**config.mk**
```make
export PLATFORM = sky130hd
export DESIGN_NAME = cache_arbiter
export DESIGN_NICKNAME = d
export VERILOG_FILES = /design/src/rtl/cache_arbiter_pkg.sv /design/src/rtl/cache_arbiter_checker.sv /design/src/rtl/cache_arbiter_register.sv /design/src/rtl/cache_arbiter.sv
export SDC_FILE = /design/constraint.sdc
export NUM_CORES = 1
export LEC_CHECK = 0
export ABC_AREA = 1
export CAP_MARGIN = 20
export CORE_AREA = 5 5 265 267
export DETAILED_ROUTE_END_ITERATION = 16
export DIE_AREA = 0 0 270 272
export GPL_TIMING_DRIVEN = 0
export PLACE_DENSITY = 0.41
export SETUP_SLACK_MARGIN = 0.1
export SLEW_MARGIN = 10
export SYNTH_ARGS = -nofsm -noshare
export SYNTH_HDL_FRONTEND = slang
export SYNTH_HIERARCHICAL = 1
export SYNTH_SLANG_ARGS = --single-unit
```
**constraint.sdc**
```tcl
create_clock -name clk -period 1.4 [get_ports clk]
set_input_delay 0.28 -clock clk [delete_from_list [all_inputs] [get_ports clk]]
set_output_delay 0.28 -clock clk [all_outputs]
set_load 0.01 [all_outputs]
```
**src/rtl/cache_arbiter_pkg.sv**
```systemverilog
// Shared LC-3b types: word and cache-line vectors plus the cache arbiter state
// and grant encodings used by the I/D memory arbiter.
package lc3b_types;

  typedef logic [15:0] lc3b_word;

  localparam int LC3B_LINE_W = 128;
  typedef logic [LC3B_LINE_W-1:0] lc3b_line;

  typedef enum logic [2:0] {
    ARB_IDLE    = 3'd0,
    ARB_SERVE_I = 3'd1,
    ARB_SERVE_D = 3'd2,
    ARB_DONE_I  = 3'd3,
    ARB_DONE_D  = 3'd4
  } arb_state_e;

  typedef enum logic {
    GRANT_I = 1'b0,
    GRANT_D = 1'b1
  } arb_grant_e;

  // On a tie the side that was not granted last wins.
  function automatic logic tie_picks_d(input arb_grant_e last_grant);
    return (last_grant == GRANT_I);
  endfunction

endpackage

```
**src/rtl/cache_arbiter_checker.sv**
```systemverilog
// Protocol properties of the cache arbiter outputs: mutually exclusive
// strobes and completions, and completions that last a single cycle.
module cache_arbiter_checker (
  input logic clk,
  input logic rst,
  input logic i_resp,
  input logic d_resp,
  input logic pmem_read,
  input logic pmem_write
);

  resp_exclusive_a: assert property (@(posedge clk) disable iff (rst)
    !(i_resp && d_resp));

  strobe_exclusive_a: assert property (@(posedge clk) disable iff (rst)
    !(pmem_read && pmem_write));

  i_resp_single_a: assert property (@(posedge clk) disable iff (rst)
    i_resp |=> !i_resp);

  d_resp_single_a: assert property (@(posedge clk) disable iff (rst)
    d_resp |=> !d_resp);

endmodule

```
**src/rtl/cache_arbiter_register.sv**
```systemverilog
// Generic loadable register with synchronous active-high reset to zero.
module register #(
  parameter int WIDTH = 16
) (
  input  logic             clk,
  input  logic             rst,
  input  logic             load,
  input  logic [WIDTH-1:0] data_in,
  output logic [WIDTH-1:0] data_out
);

  logic [WIDTH-1:0] data_r;

  // Capture data_in when load is high, otherwise hold.
  always_ff @(posedge clk) begin
    if (rst) begin
      data_r <= {WIDTH{1'b0}};
    end else if (load) begin
      data_r <= data_in;
    end else begin
      data_r <= data_r;
    end
  end

  assign data_out = data_r;

endmodule

```
**src/rtl/cache_arbiter.sv**
```systemverilog
// Arbitrates I-cache fills and D-cache fills/writebacks onto one physical
// memory port, alternating grants on ties so neither side starves.
import lc3b_types::*;

module cache_arbiter #(
  parameter int ADDR_W = $bits(lc3b_word),
  parameter int LINE_W = $bits(lc3b_line)
) (
  input  logic              clk,
  input  logic              rst,
  input  logic              i_read,
  input  logic [ADDR_W-1:0] i_addr,
  output logic [LINE_W-1:0] i_rdata,
  output logic              i_resp,
  input  logic              d_read,
  input  logic              d_write,
  input  logic [ADDR_W-1:0] d_addr,
  input  logic [LINE_W-1:0] d_wdata,
  output logic [LINE_W-1:0] d_rdata,
  output logic              d_resp,
  output logic              pmem_read,
  output logic              pmem_write,
  output logic [ADDR_W-1:0] pmem_address,
  output logic [LINE_W-1:0] pmem_wdata,
  input  logic [LINE_W-1:0] pmem_rdata,
  input  logic              pmem_resp
);

  arb_state_e        state_r;
  arb_state_e        state_next_s;
  arb_grant_e        last_grant_r;
  logic              i_pend_s;
  logic              d_pend_s;
  logic              grant_i_s;
  logic              grant_d_s;
  logic [ADDR_W-1:0] addr_r;
  logic [LINE_W-1:0] wdata_r;
  logic              pmem_read_r;
  logic              pmem_write_r;
  logic              i_resp_r;
  logic              d_resp_r;
  logic              pmem_read_next_s;
  logic              pmem_write_next_s;
  logic              i_resp_next_s;
  logic              d_resp_next_s;
  logic              buf_load_s;
  logic [LINE_W-1:0] line_buf_s;

  assign i_pend_s = i_read;
  assign d_pend_s = d_read | d_write;

  // State register.
  always_ff @(posedge clk) begin
    if (rst) begin
      state_r <= ARB_IDLE;
    end else begin
      state_r <= state_next_s;
    end
  end

  // Next-state and grant selection.
  always_comb begin
    state_next_s = state_r;
    grant_i_s    = 1'b0;
    grant_d_s    = 1'b0;
    case (state_r)
      ARB_IDLE: begin
        if (d_pend_s && (!i_pend_s || tie_picks_d(last_grant_r))) begin
          grant_d_s    = 1'b1;
          state_next_s = ARB_SERVE_D;
        end else if (i_pend_s) begin
          grant_i_s    = 1'b1;
          state_next_s = ARB_SERVE_I;
        end else begin
          state_next_s = ARB_IDLE;
        end
      end
      ARB_SERVE_I: begin
        if (pmem_resp) begin
          state_next_s = ARB_DONE_I;
        end else begin
          state_next_s = ARB_SERVE_I;
        end
      end
      ARB_SERVE_D: begin
        if (pmem_resp) begin
          state_next_s = ARB_DONE_D;
        end else begin
          state_next_s = ARB_SERVE_D;
        end
      end
      ARB_DONE_I: state_next_s = ARB_IDLE;
      ARB_DONE_D: state_next_s = ARB_IDLE;
      default:    state_next_s = ARB_IDLE;
    endcase
  end

  // Next values of the registered strobes and completions.
  always_comb begin
    pmem_read_next_s  = 1'b0;
    pmem_write_next_s = 1'b0;
    i_resp_next_s     = 1'b0;
    d_resp_next_s     = 1'b0;
    buf_load_s        = 1'b0;
    case (state_r)
      ARB_IDLE: begin
        if (grant_d_s) begin
          // A simultaneous read and write request is treated as a write.
          pmem_read_next_s  = ~d_write;
          pmem_write_next_s = d_write;
        end else if (grant_i_s) begin
          pmem_read_next_s  = 1'b1;
        end else begin
          pmem_read_next_s  = 1'b0;
          pmem_write_next_s = 1'b0;
        end
      end
      ARB_SERVE_I, ARB_SERVE_D: begin
        if (pmem_resp) begin
          buf_load_s    = pmem_read_r;
          i_resp_next_s = (state_r == ARB_SERVE_I);
          d_resp_next_s = (state_r == ARB_SERVE_D);
        end else begin
          pmem_read_next_s  = pmem_read_r;
          pmem_write_next_s = pmem_write_r;
        end
      end
      default: begin
        pmem_read_next_s  = 1'b0;
        pmem_write_next_s = 1'b0;
        i_resp_next_s     = 1'b0;
        d_resp_next_s     = 1'b0;
        buf_load_s        = 1'b0;
      end
    endcase
  end

  // Output registers and the request latch captured on the granting edge.
  always_ff @(posedge clk) begin
    if (rst) begin
      pmem_read_r  <= 1'b0;
      pmem_write_r <= 1'b0;
      i_resp_r     <= 1'b0;
      d_resp_r     <= 1'b0;
      addr_r       <= {ADDR_W{1'b0}};
      wdata_r      <= {LINE_W{1'b0}};
      last_grant_r <= GRANT_I;
    end else begin
      pmem_read_r  <= pmem_read_next_s;
      pmem_write_r <= pmem_write_next_s;
      i_resp_r     <= i_resp_next_s;
      d_resp_r     <= d_resp_next_s;
      if (grant_d_s) begin
        addr_r       <= d_addr;
        wdata_r      <= d_wdata;
        last_grant_r <= GRANT_D;
      end else if (grant_i_s) begin
        addr_r       <= i_addr;
        last_grant_r <= GRANT_I;
      end else begin
        addr_r       <= addr_r;
        wdata_r      <= wdata_r;
        last_grant_r <= last_grant_r;
      end
    end
  end

  // One fill buffer serves both sides; only the side in DONE sees a resp.
  register #(.WIDTH(LINE_W)) u_line_buf (
    .clk      (clk),
    .rst      (rst),
    .load     (buf_load_s),
    .data_in  (pmem_rdata),
    .data_out (line_buf_s)
  );

  cache_arbiter_checker u_checker (
    .clk        (clk),
    .rst        (rst),
    .i_resp     (i_resp_r),
    .d_resp     (d_resp_r),
    .pmem_read  (pmem_read_r),
    .pmem_write (pmem_write_r)
  );

  assign pmem_read    = pmem_read_r;
  assign pmem_write   = pmem_write_r;
  assign pmem_address = addr_r;
  assign pmem_wdata   = wdata_r;
  assign i_resp       = i_resp_r;
  assign d_resp       = d_resp_r;
  assign i_rdata      = line_buf_s;
  assign d_rdata      = line_buf_s;

endmodule

```
Word-level counts from Yosys, hierarchy flattened
Index checks and enable logic that the tools add are counted.
- input port bits: 294
- logic and storage cells: 46
- output and inout bits: 404
- register bits after elaboration: 280
- reduce and logical (&&, ||, !) cells: 7
- multiplexer cells: 22
- equality and inequality tests: 3
- bitwise gates (word level): 5
- operator list (kind ; number):
    $mux 16 ; 2
    $mux 1 ; 14
    $pmux 3 s3 ; 1
    $mux 2 ; 2
    $not 1->1 ; 4
    $pmux 1 s2 ; 2
    $eq 3x1->1 const B ; 1
    $eq 3x2->1 const B ; 1
    $logic_not 3->1 ; 1
    $mux 3 ; 1
    $reduce_or 3->1 ; 1
    $ne 2x2->1 const B ; 1
    $reduce_bool 2->1 ; 1
    $reduce_or 2->1 ; 1
    $logic_and 1x1->1 ; 1
    $logic_not 1->1 ; 1
    $logic_or 1x1->1 ; 1
    $or 1x1->1 ; 1

Depth between registers and ports, before layout
Gate-level depths: netlist of the first run.
- word-level depth: 8
- depth in mapped cells: 9
- gate-level depth less buffers: 8

Cells and area by module
Netlist of the first run, hierarchy kept.
- modules (own cells, without submodules) (module ; cells an instance ; sequential area each (um^2) ; instances ; area each (um^2)):
    cache_arbiter ; 867 ; 3042.9 ; 1 ; 6666.4
    register ; 811 ; 2562.5 ; 1 ; 5206.2

Worst setup path before layout of the first run
Ideal clock, no wire load.
- kind: reg2reg
- from: register state_r[0]
- to: register u_line_buf.data_r[104], in the netlist u_line_buf/data_out[104]
- data required time: 1.287 ns
- arrival time: 1.268 ns
- library setup time: 0.113 ns
- stages on the path, launching flop included: 10
- path slack: 0.019 ns
- period minus slack after synthesis: 1.381 ns
- buffers on the path: 2
- path through: dfxtp_1 -> nor2_4 -> nand2_1 -> nand2_1 -> and3_1 -> buf_2 -> buf_2 -> nand2_1 -> nand2_1 -> nor2_1
- longest elaborated chain between the ends: 3
- elaborated cells between the ends (all ways): 4
- classes of those cells: eq/ne (2); mux (1); reduce/logical (1)
- RTL lines (element ; line ; source):
    start, declared ; cache_arbiter.sv:29 ; arb_state_e state_r;
    start signal, assigned ; cache_arbiter.sv:57 ; state_r <= state_next_s;
    $eq 3x1->1 / $eq 3x2->1 (equally long branches) ; cache_arbiter.sv:105 ; case (state_r)
    $reduce_or 2->1 (*) ; cache_arbiter.sv:105 ;
    $mux 1 (*) ; cache_arbiter.sv:105 ;
    net buf_load_s ; cache_arbiter.sv:46 ; logic buf_load_s;
    end signal, assigned ; cache_arbiter_register.sv:17 ; data_r <= {WIDTH{1'b0}};
    end signal, assigned ; cache_arbiter_register.sv:19 ; data_r <= data_in;
    end signal, assigned ; cache_arbiter_register.sv:21 ; data_r <= data_r;
    end, declared ; cache_arbiter_register.sv:12 ; logic [WIDTH-1:0] data_r;
Mark *: on every way through the listed nets, which the timed path passes. The rest lies on a longest branch.
A chain may end at the register's enable or synchronous reset.

Worst setup path in the final report of the first run
- from: register state_r[0]
- to: register u_line_buf.data_r[86], in the netlist u_line_buf/data_out[86]
The elaborated chain is that of the path after synthesis.

==> impl_metrics.json, run 1 <==
{
  "violations": "setup timing",
  "grt_use_met3_pct": 7.01,
  "final_cell_mix": "buf_6, nor2_1, clkdlybuf4s50_1",
  "drt_wl_total_mm": 63.2,
  "routed_via_density": 3.88,
  "stdcell_count": 3418,
  "critical_path_class": "reg -> reg",
  "clkSlewWorstSetupHoldPaths_ns": 0.06,
  "power.clock.fraction_pct": 35.7,
  "grt_pass1_vias": 13600,
  "reg2regPathDepth": 11,
  "peakVddDrop_mv": 0.794,
  "rows": 96,
  "grt_max_degree": 12,
  "fin_crit_ns": 1.68,
  "synth.avg_cell_area_um2": 7.08,
  "placed_cells": 3257,
  "drtIter0Drc": 507,
  "gp_congestion": 0.860,
  "fillers": 6960,
  "switchingPower_w": 0.00831,
  "fin_util_pct": 37.2,
  "ys_seq_area_share_pct": 47.2,
  "yosysWarnings": 6,
  "final_common_cell": "buf_6",
  "required_ns": 1.82,
  "cellPowerDensity_nw_per_um2": 1120,
  "initial_core_util_pct": 17.5,
  "combPwrFrac_pct": 29.8,
  "seq_power_share_pct": 34.5,
  "cap_violations": 0,
  "slew_headroom_pct": 67.2,
  "layout-drive-gt1-share_pct": 47.8,
  "wl_per_cell_um": 18.5,
  "drtPass1Iterations": 6,
  "grt_pass1_wl_mm": 88.3,
  "synth_fp_nets": 1972,
  "synth_cell_types": 25,
  "hold_violations": 0,
  "cts-root-buf": "clkbuf_16",
  "worstSetupStartpointType": "register",
  "cts_tree": "done",
  "layout_setup_ws_ns": -0.285,
  "coreArea_um2": 67900,
  "clock_skew_ns": 0.0170,
  "hold_class": "in -> reg",
  "drc": 0,
  "clk_latency_ns": 0.54,
  "setup_viol": 299,
  "p_sw_share_pct": 29.3,
  "finalCritPeriodShare_pct": 120,
  "gr-max-usage-layer": "met2",
  "grt-ovfl-total": 0,
  "ys_ff_latch": 280,
  "drtAntennaViolNets": 0,
  "crit_path_end_kind": "register",
  "layout.nets": 2797,
  "port_buffers": 697,
  "use_met2_pct": 29.4,
  "numCtsBuffers": 38,
  "arrival_ns": 2.10,
  "drv_slew": 0,
  "h-tree-depth": 2,
  "die_h_um": 272,
  "power.total_w": 0.0283,
  "dpl.hpwl_mm": 48.0,
  "fp.dieW_um": 270,
  "tns_ns": -48.69,
  "leakage_nw": 11.7,
  "syn_to_final_growth_pct": 113,
  "cts_max_path_buffers": 3,
  "netlist_area_um2": 11900,
  "placed_cell_area_um2": 20000,
  "rsz0062_at_grt": "yes",
  "synthCells": 1678,
  "grtUsageTotal_pct": 15.7,
  "p_int_w": 0.0200,
  "clock.fmax_mhz": 594,
  "cts_num_sinks": 280,
  "antenna_found_initial": 16,
  "worst_slew_pin_slew_ns": 0.492,
  "design_area_um2": 25300,
  "outcome": "complete, but fails checks",
  "ios": 698,
  "num_vias": 13300,
  "path_max_fanout": 5,
  "min_path_cells": 3,
  "grt_use_met1_pct": 15.8,
  "dieArea_um2": 73400
}
[path summary, 6_finish.rpt]
check                    start                 endpoint  slack (ns)
hold / removal     d_wdata[64]           pmem_wdata[64]        0.31
setup / recovery    state_r[0]  u_line_buf/data_out[86]       -0.28
hold reg to reg   last_grant_r             last_grant_r        0.48
setup reg to reg    state_r[0]  u_line_buf/data_out[86]       -0.28
[layout make-up]
type	instances	area, um2	share of cell area, %
tap	882	1100	4.37
buffer	221	2450	9.71
timing repair buffer	785	8930	35.3
inverter	138	523	2.07
antenna	5	12.5	0.0495
sequential	280	6160	24.4
clock inverter	11	140	0.554
multi-input combinational	1039	4800	19.0
clock buffer	57	1160	4.57
[cells in the mapped netlist (all sizes together)]
cell | n | area, um2
nand3b | 16 | 120
inv | 138 | 518
nor2 | 550 | 2080
nand3 | 6 | 30.0
dfxtp | 280 | 5610
clkbuf | 12 | 47.6
buf | 209 | 1470
nand2 | 330 | 1250
and3 | 1 | 6.26
a21oi | 3 | 15.0
nor3 | 2 | 10.0
a31oi | 1 | 6.26
o21ai | 130 | 707
[power by group through the flow]
| stage | Combinational (W) | Sequential (W) | Clock, W |
|---|---|---|---|
| after global placement | 0.00686 | 0.00961 | 0 |
| after detailed placement | 0.00687 | 0.00965 | 0 |
| after CTS | 0.00767 | 0.00978 | 0.0105 |
| after global routing | 0.00915 | 0.00989 | 0.0108 |
| final | 0.00845 | 0.00978 | 0.0101 |
| after floorplan | 0.00255 | 0.00991 | 0 |
[critical path, stage by stage (launching register included)]
cell,delay (ns)
dfxtp_4,0.35
nor2_4,0.12
nand2_2,0.08
nand2_2,0.08
and3_4,0.25
buf_12,0.13
buf_16,0.11
buf_12,0.14
clkbuf_16,0.15
nand2_1,0.05
nand2_1,0.05
nor2_1,0.04
[cells by family (layout without fill, tap and decap cells)]
kind of cell,after synthesis,count (layout),share of synthesized area (%)
and+or+nand+nor,905,905,29.5
buffers and inverters,359,1212,17.2
DFF,280,280,47.2
AOI/OAI and AO/OA,134,134,6.13
other,0,5,0
[registers in the layout (all words and copies together), names as in the netlist]
name / count
d_resp: 1
pmem_address: 16
pmem_read: 1
i_resp: 1
state_r: 3
last_grant_r: 1
pmem_write: 1
pmem_wdata: 128
u_line_buf/data_out: 128
[metrics by stage]
step / setup WS [ns] / hold WS, ns
6_report: -0.285 / 0.310
5_1_grt: -0.331 / 0.294
4_1_cts: -0.232 / 0.270
3_5_place_dp: -0.885 / 0.472
3_3_place_gp: -0.867 / 0.473
2_1_floorplan: 0.0829 / 0.415
[metal layers]
metal	routed length, um	part of all wire [%]
met1	22300	35
met2	33100	52
met3	6160	9.8
met5	86	0.14
met4	1600	2.5
[timing repair]
item	CTS	global route
hold buffers	0	0
resized for setup	2717	176
endpoints found under the setup margin	680	671
gates cloned	11	27
pin swaps	67	114
buffers inserted	34	16
(Power assumes the default switching activity.)
==> inputs of run 2 (changes only) <==
CAP_MARGIN = not set   (was 20)
CORE_AREA = 8 8 268 270   (was 5 5 265 267)
DIE_AREA = 0 0 276 278   (was 0 0 270 272)
==> run 2 against run 1 <==
Against the previous run: the run still ends with setup timing left; global-route usage is 0.24 points lower; highest routed layer unchanged; first-iteration DRC count is 5.3% higher; fmax is 4.5% higher; clock power hardly changed; cell area is 4.1% lower; critical path depth stayed put; largest power group unchanged; sequential share of layout area is 1.1 points higher; worst setup slack better by 0.073 ns; clock skew is 0.00065 ns lower.
==> impl_metrics.json, run 2 (synthesis results as in run 1) <==
{
  "clk_latency_ns": 0.54,
  "layout.nets": 2762,
  "initial_core_util_pct": 17.5,
  "crit_path_end_kind": "register",
  "die_h_um": 278,
  "violations": "setup timing",
  "cts-root-buf": "clkbuf_16",
  "placed_cell_area_um2": 20000,
  "coreArea_um2": 67700,
  "grtUsageTotal_pct": 15.5,
  "critPathLaunch": "state_r[0]",
  "placed_cells": 3257,
  "port_buffers": 697,
  "fin_crit_ns": 1.61,
  "final_common_cell": "buf_6",
  "outcome": "complete, but fails checks",
  "drv_slew": 0,
  "worst_path_max_delay_cell": "dfxtp_4",
  "cap_violations": 0,
  "critPathTopFamily": "buffers and inverters",
  "r2r-start": "state_r[0]",
  "num_vias": 13000,
  "path_depth": 11,
  "rsz0062_at_grt": "yes",
  "worstPathBufferInverterCount": 4,
  "numCtsBuffers": 38,
  "gp_congestion": 0.821,
  "path_max_fanout": 5,
  "tns_ns": -30.64,
  "leakage_nw": 11.2,
  "slew_headroom_pct": 65.6,
  "syn_to_final_growth_pct": 104,
  "grt_pass1_vias": 13600,
  "h-tree-depth": 2,
  "final_cell_mix": "buf_6, nor2_1, clkdlybuf4s50_1",
  "cts_tree": "done",
  "rrSetupSlack_ns": -0.21,
  "drtIter0Drc": 534,
  "layout-drive-gt1-share_pct": 44.9,
  "cts_num_sinks": 280,
  "r2r-end": "pmem_address[4]",
  "wl_per_cell_um": 18.7,
  "clock_skew_ns": 0.0164,
  "layout_setup_ws_ns": -0.212,
  "cellPowerDensity_nw_per_um2": 1150,
  "worst_slew_pin_slew_ns": 0.516,
  "hp-start": "d_wdata[91]",
  "dieArea_um2": 76700,
  "fp.dieW_um": 276,
  "clkSlewWorstSetupHoldPaths_ns": 0.06,
  "reg2regPathDepth": 11,
  "ios": 698,
  "design_area_um2": 24200,
  "hold_violations": 0,
  "drtAntennaViolNets": 0,
  "grt-ovfl-total": 0,
  "rows": 96,
  "setup_viol": 273,
  "hold_class": "in -> reg",
  "antenna_found_initial": 19,
  "dpl.hpwl_mm": 50.3,
  "critical_path_class": "reg -> reg",
  "drtPass1Iterations": 6,
  "grt_pass1_wl_mm": 90.1,
  "drc": 0,
  "grt_max_degree": 12,
  "crit_path_max_incr_delay_ns": 0.37,
  "drt_wl_total_mm": 63.3,
  "stdcell_count": 3388,
  "cts_max_path_buffers": 3,
  "cp-endpoint": "pmem_address[4]",
  "fillers": 7117,
  "finalCritPeriodShare_pct": 115,
  "clock.fmax_mhz": 620,
  "peakVddDrop_mv": 0.863,
  "crit_chain": "nor2_4 -> buf_4 -> nand2_4 -> nor2_4 -> buf_12 -> buf_12 -> bufbuf_16 -> nand2_1 -> nand2_1 -> nor2_1 -> nor2_1",
  "routed_via_density": 3.84,
  "required_ns": 1.83,
  "worstSetupStartpointType": "register",
  "arrival_ns": 2.04
}
==> run 2: cell count changes in the layout (fill, tap and decap cells not counted), moves of 12 or more <==
cell       before  now
buf_12         26   14
buf_6         534  547
clkbuf_16      68   51
nand2_1       232  255
nand2_2        78   56
nor2_1        496  535
nor2_2         34    9
nor2_4         20    6
==> run 2: through the flow <==
stage	worst slack (ns)	utilization, %	hold slack, ns	total power [W]
after floorplan	0.0829	-	0.415	0.0125
after global placement	-1.07	29.5	0.470	0.0166
after detailed placement	-1.09	29.5	0.475	0.0166
after CTS	-0.197	34.8	0.260	0.0280
after global routing	-0.288	35.8	0.281	0.0294
final	-0.212	35.8	0.314	0.0279
==> run 2: worst min-delay path by stage <==
stage	to	slack [ns]	depth (start not counted)
2_1_floorplan	pmem_wdata[104]	0.41	2
3_3_place_gp	last_grant_r	0.47	2
3_5_place_dp	last_grant_r	0.47	2
4_1_cts	pmem_wdata[102]	0.26	3
5_1_grt	pmem_wdata[48]	0.28	3
6_report	pmem_wdata[91]	0.31	3
==> run 2: where the power goes <==
group | switching, W | internal [W] | leakage [nW]
clock | 0.00372 | 0.00624 | 0.632
combinational | 0.00364 | 0.00453 | 8.12
sequential | 0.000753 | 0.00896 | 2.43
total | 0.00812 | 0.0197 | 11.2
==> run 2: worst min-delay path, cell delays in order <==
cell	delay (ns)
clkdlybuf4s50_1	0.39
nor2_1	0.10
nor2_1	0.05
==> run 2: cell type report <==
type                       instances  area [um2]  share of cell area, %
clock inverter                    10         128                  0.526
buffer                           220        2360                   9.74
sequential                       280        6180                   25.5
multi-input combinational       1039        4590                   18.9
tap                              882        1100                   4.55
timing repair buffer             751        8170                   33.7
clock buffer                      57        1160                   4.77
antenna                           11        27.5                  0.114
inverter                         138         526                   2.17
==> run 2: repair_timing <==
| action | 4_1_cts | 5_1_grt |
|---|---|---|
| resized for setup | 2701 | 122 |
| buffers inserted | 33 | 6 |
| hold buffers | 0 | 0 |
| endpoints found under the setup margin | 680 | 640 |
| pin swaps | 3 | 62 |
| cloned | 5 | 10 |
==> run 2: per-layer routing <==
metal | part of all wire, % | GRT usage [%]
met5 | 0.043 | 0
met4 | 2.1 | 4.32
met3 | 9.6 | 6.68
met2 | 52 | 28.7
met1 | 36 | 15.7
